**src/rtl/mac_rx_deserializer.sv**
```systemverilog
// Serial MAC link receiver: recovers start/data/stop framed bytes from the idle-high
// line and presents them through a one-entry valid/ready holding register.
module mac_rx_deserializer #(
  parameter int unsigned DATA_W       = 8,
  parameter int unsigned CLKS_PER_BIT = 4
) (
  input  logic              clk,
  input  logic              reset,
  input  logic              mac_rx,
  output logic [DATA_W-1:0] data_out,
  output logic              rx_valid,
  input  logic              rx_ready,
  output logic              frame_err,
  output logic              overrun,
  output logic              rx_busy
);

  localparam int unsigned HALF  = CLKS_PER_BIT / 2;
  localparam int unsigned CYC_W = $clog2(CLKS_PER_BIT) + 1;
  localparam int unsigned BIT_W = $clog2(DATA_W) + 1;

  localparam logic [CYC_W-1:0] HALF_CYC = CYC_W'(HALF - 1);
  localparam logic [CYC_W-1:0] LAST_CYC = CYC_W'(CLKS_PER_BIT - 1);
  localparam logic [BIT_W-1:0] LAST_BIT = BIT_W'(DATA_W - 1);

  typedef enum logic [2:0] {
    IDLE,
    START,
    DATA,
    STOP,
    WAIT_IDLE
  } state_t;

  state_t            state;
  logic [CYC_W-1:0]  cyc;
  logic [BIT_W-1:0]  bit_cnt;
  logic [DATA_W-1:0] shreg;
  logic              sync1;
  logic              rxs;

  // Two-flop synchronizer; resets to the idle (high) line level.
  always_ff @(posedge clk) begin
    if (reset) begin
      sync1 <= 1'b1;
      rxs   <= 1'b1;
    end else begin
      sync1 <= mac_rx;
      rxs   <= sync1;
    end
  end

  // Frame FSM with registered delivery, flag pulses and busy indication.
  always_ff @(posedge clk) begin
    if (reset) begin
      state     <= IDLE;
      cyc       <= '0;
      bit_cnt   <= '0;
      shreg     <= '0;
      data_out  <= '0;
      rx_valid  <= 1'b0;
      frame_err <= 1'b0;
      overrun   <= 1'b0;
      rx_busy   <= 1'b0;
    end else begin
      frame_err <= 1'b0;
      overrun   <= 1'b0;
      if (rx_valid && rx_ready) begin
        rx_valid <= 1'b0;
      end

      case (state)
        IDLE: begin
          if (!rxs) begin
            state   <= START;
            cyc     <= '0;
            bit_cnt <= '0;
            rx_busy <= 1'b1;
          end
        end

        START: begin
          if (cyc == HALF_CYC) begin
            cyc     <= '0;
            bit_cnt <= '0;
            if (!rxs) begin
              state <= DATA;
            end else begin
              state   <= IDLE;
              rx_busy <= 1'b0;
            end
          end else begin
            cyc <= cyc + CYC_W'(1);
          end
        end

        DATA: begin
          if (cyc == LAST_CYC) begin
            cyc   <= '0;
            shreg <= DATA_W'({rxs, shreg} >> 1);
            if (bit_cnt == LAST_BIT) begin
              state   <= STOP;
              bit_cnt <= '0;
            end else begin
              bit_cnt <= bit_cnt + BIT_W'(1);
            end
          end else begin
            cyc <= cyc + CYC_W'(1);
          end
        end

        STOP: begin
          if (cyc == LAST_CYC) begin
            cyc     <= '0;
            bit_cnt <= '0;
            if (rxs) begin
              state   <= IDLE;
              rx_busy <= 1'b0;
              // Load when empty or being popped this cycle; otherwise drop the byte.
              if (!rx_valid || rx_ready) begin
                data_out <= shreg;
                rx_valid <= 1'b1;
              end else begin
                overrun <= 1'b1;
              end
            end else begin
              state     <= WAIT_IDLE;
              frame_err <= 1'b1;
            end
          end else begin
            cyc <= cyc + CYC_W'(1);
          end
        end

        WAIT_IDLE: begin
          if (rxs) begin
            state   <= IDLE;
            cyc     <= '0;
            bit_cnt <= '0;
            rx_busy <= 1'b0;
          end
        end

        default: begin
          state   <= IDLE;
          cyc     <= '0;
          bit_cnt <= '0;
          rx_busy <= 1'b0;
        end
      endcase
    end
  end

endmodule
```
**config.mk**
```make
export PLATFORM = sky130hd
export DESIGN_NAME = mac_rx_deserializer
export DESIGN_NICKNAME = d
export VERILOG_FILES = /design/src/rtl/mac_rx_deserializer.sv
export SDC_FILE = /design/constraint.sdc
export NUM_CORES = 1
export LEC_CHECK = 0
export ABC_AREA = 1
export CAP_MARGIN = 20
export CORE_ASPECT_RATIO = 1.5
export CORE_UTILIZATION = 44
export DETAILED_ROUTE_END_ITERATION = 12
export DONT_BUFFER_PORTS = 1
export PLACE_DENSITY_LB_ADDON = 0.05
export SYNTH_ARGS = -nofsm -noshare
export SYNTH_HDL_FRONTEND = slang
export SYNTH_SLANG_ARGS = --single-unit
```
**constraint.sdc**
```tcl
create_clock -name clk -period 1.6 [get_ports clk]
set_input_delay 0.32 -clock clk [delete_from_list [all_inputs] [get_ports clk]]
set_output_delay 0.32 -clock clk [all_outputs]
set_load 0.1 [all_outputs]
```
==> results.toml <==
[outcome]
outcome = "completed"

[finish]
final_core_util_pct = 54.6
layout-drive-gt1-share_pct = 17.7
fin_nets = 218
mostFrequentLayoutCell = "nor2_1"
antennaDiodeCount = 0
syn2layout_area_growth_pct = 15.2
layout_common_cells = "nor2_1, dfxtp_1, nand2_1"

[place]
portBuffers = 0
gp_congestion = 0.785
hpwl_um = 2240

[timing]
maxSlewHeadroom_pct = 64.2
period_minus_slack_ps = 1460
finalSetupTns_ps = 0
skew_ps = 3.03
setup_viol = 0
rsz0062_at_grt = "no"
worst_pin_slew_ps = 537
timing.final.crit_share_pct = 91.1
finalHoldViolCount = 0
hold_ws_ps = 94.3
fmax_mhz = 686
finalMaxSlewViolations = 0

[critical_path]
cp.arrival_ps = 1640
crit_path_max_fanout = 6
cp_cell_sequence = "ha_1 -> nand2_1 -> nand2_1 -> nand2_4 -> nor2_8 -> nand3_1 -> nand2_1 -> nor2_1"
slowest_delay_ps = 400
cpMostUsedCell = "nand2_1"
critical_path_class = "reg -> reg"
crit_slowest_cell = "dfxtp_1"
cp-start-kind = "flop"
critPathCaptureType = "flop"
path_delay_family = "simple AND/OR/NAND/NOR gates"
worstPathBufferInverterCount = 0
required_ps = 1780

[routing]
vias_per_cell = 4.92
first_iter_violations = 22
vias = 1221
drt-pass1-iter-count = 4
wire_per_inst_um = 11.9
drtAntennaViolNets = 0
wl_um = 2950
drcViolationCount = 0

[synth]
netlist_instances = 193
ys_types = 26
synth_area_leaders = "dfxtp_1, nor2_1, nand2_1"
yosysWarnings = 0
syn-cell-area_um2 = 1420
ys_seq_area_share_pct = 45.0
syn_nets = 202
syn_area_per_cell_um2 = 7.38
synth_top_area_cell = "dfxtp_1"
ys_ff_latch = 32
netlist.area_leader.share_pct = 45.0

[die]
initial_core_util_pct = 47.4
core_area_um2 = 3000
rows = 24
die-area_um2 = 3470
dieWidth_um = 48.4
die_h_um = 71.7
ios = 16

[clocking]
cts_made_buffers = 5
post-cts-setup-buffer-count = 0
clock_tree.root_cell = "clkbuf_8"
cts_max_level = 2
cts_num_sinks = 32
cts_tree = "yes"
cts_buffer_depth = 2
clk_pin_slew_ps = 60
clk_latency_ps = 290

[global_route]
grt.total_usage_pct = 19.1
grt.busiest_layer = "met2"
grt_pass1_wl_um = 4870
antenna_found_initial = 0
use_met2_pct = 39.1
gr-usage-met1_pct = 15.2
grt_max_degree = 23
grt_pass1_vias = 1190
grt_overflow_total = 0
grt_use_met3_pct = 5.52

[power_and_ir_drop]
powerDensity_nw_per_um2 = 1560
cellLeakagePower_nw = 0.772
power_mw = 2.55
vdd_drop_max_uv = 759

[flow_run]
drv_cap = 0

[worst_hold_path]
min_path_type = "in -> reg"
-- stage by stage --
step	cell area [µm²]	cells	setup WS, ps
4_1_cts	1630	248	113
2_1_floorplan	1430	193	256
3_5_place_dp	1550	241	124
5_1_grt	1640	248	21.1
6_report	1640	248	142
3_3_place_gp	1550	241	154
-- layout make-up --
| type | instances | area, µm² |
|---|---|---|
| Inverter | 24 | 92.6 |
| Timing Repair Buffer | 12 | 90.1 |
| Sequential cell | 32 | 642 |
| Clock buffer | 6 | 72.6 |
| Clock inverter | 1 | 5.00 |
| Multi-Input combinational cell | 134 | 689 |
| Fill cell | 313 | 1360 |
| Tap cell | 39 | 48.8 |
-- cell families (layout without fill, tap and decap cells) --
kind of cell             after synthesis  after routing  share of synthesized area [%]
AND/OR/NAND/NOR                       99             99                           32.3
AO/OA/AOI/OAI                         29             29                           10.5
XOR/XNOR                               1              1                          0.615
flip-flops                            32             32                           45.0
buffers and inverters                 27             43                           7.21
adder cells (fa/ha/maj)                5              5                           4.39
-- power breakdown --
group / switching [mW] / internal, mW / total, mW / leakage (nW)
clock: 0.273 / 0.295 / 0.568 / 0.0410
sequential: 0.0904 / 0.874 / 0.965 / 0.260
combinational: 0.714 / 0.305 / 1.02 / 0.471
-- metal layers --
metal  part of all wire [%]  vias up
li1                       -      641
met4                    3.0        0
met1                     37      548
met5                      0        -
met2                     56       23
met3                    4.3        9
-- cell usage after synthesis (all sizes together) --
master / count
a211oi: 1
a21oi: 6
buf: 1
clkbuf: 2
dfxtp: 32
ha: 5
inv: 24
nand2: 33
nand3: 8
nand4: 2
nor2: 51
nor3: 3
o21ai: 21
o22ai: 1
or2: 2
xor2: 1
-- worst paths after layout --
path,start,endpoint,slack [ps],cells past startpoint
worst max-delay path,cyc[0],state[2],140,8
worst min register to register,sync1,rxs,420,1
worst max register to register,cyc[0],state[2],140,8
worst min-delay path,reset,rx_valid,90,1
-- repair_timing --
| item | in CTS | in global routing |
|---|---|---|
| endpoints found under the setup margin | 0 | 6 |
| gates resized for setup | 0 | 3 |
| hold buffers | 0 | 0 |
-- registers in the layout, summed over array words and instances, names as in the netlist --
register / cells
data_out: 8
shreg: 8
bit_cnt: 4
cyc: 3
state: 3
frame_err: 1
overrun: 1
rx_busy: 1
rx_valid: 1
rxs: 1
sync1: 1
Power figures use the tool's default switching activity.
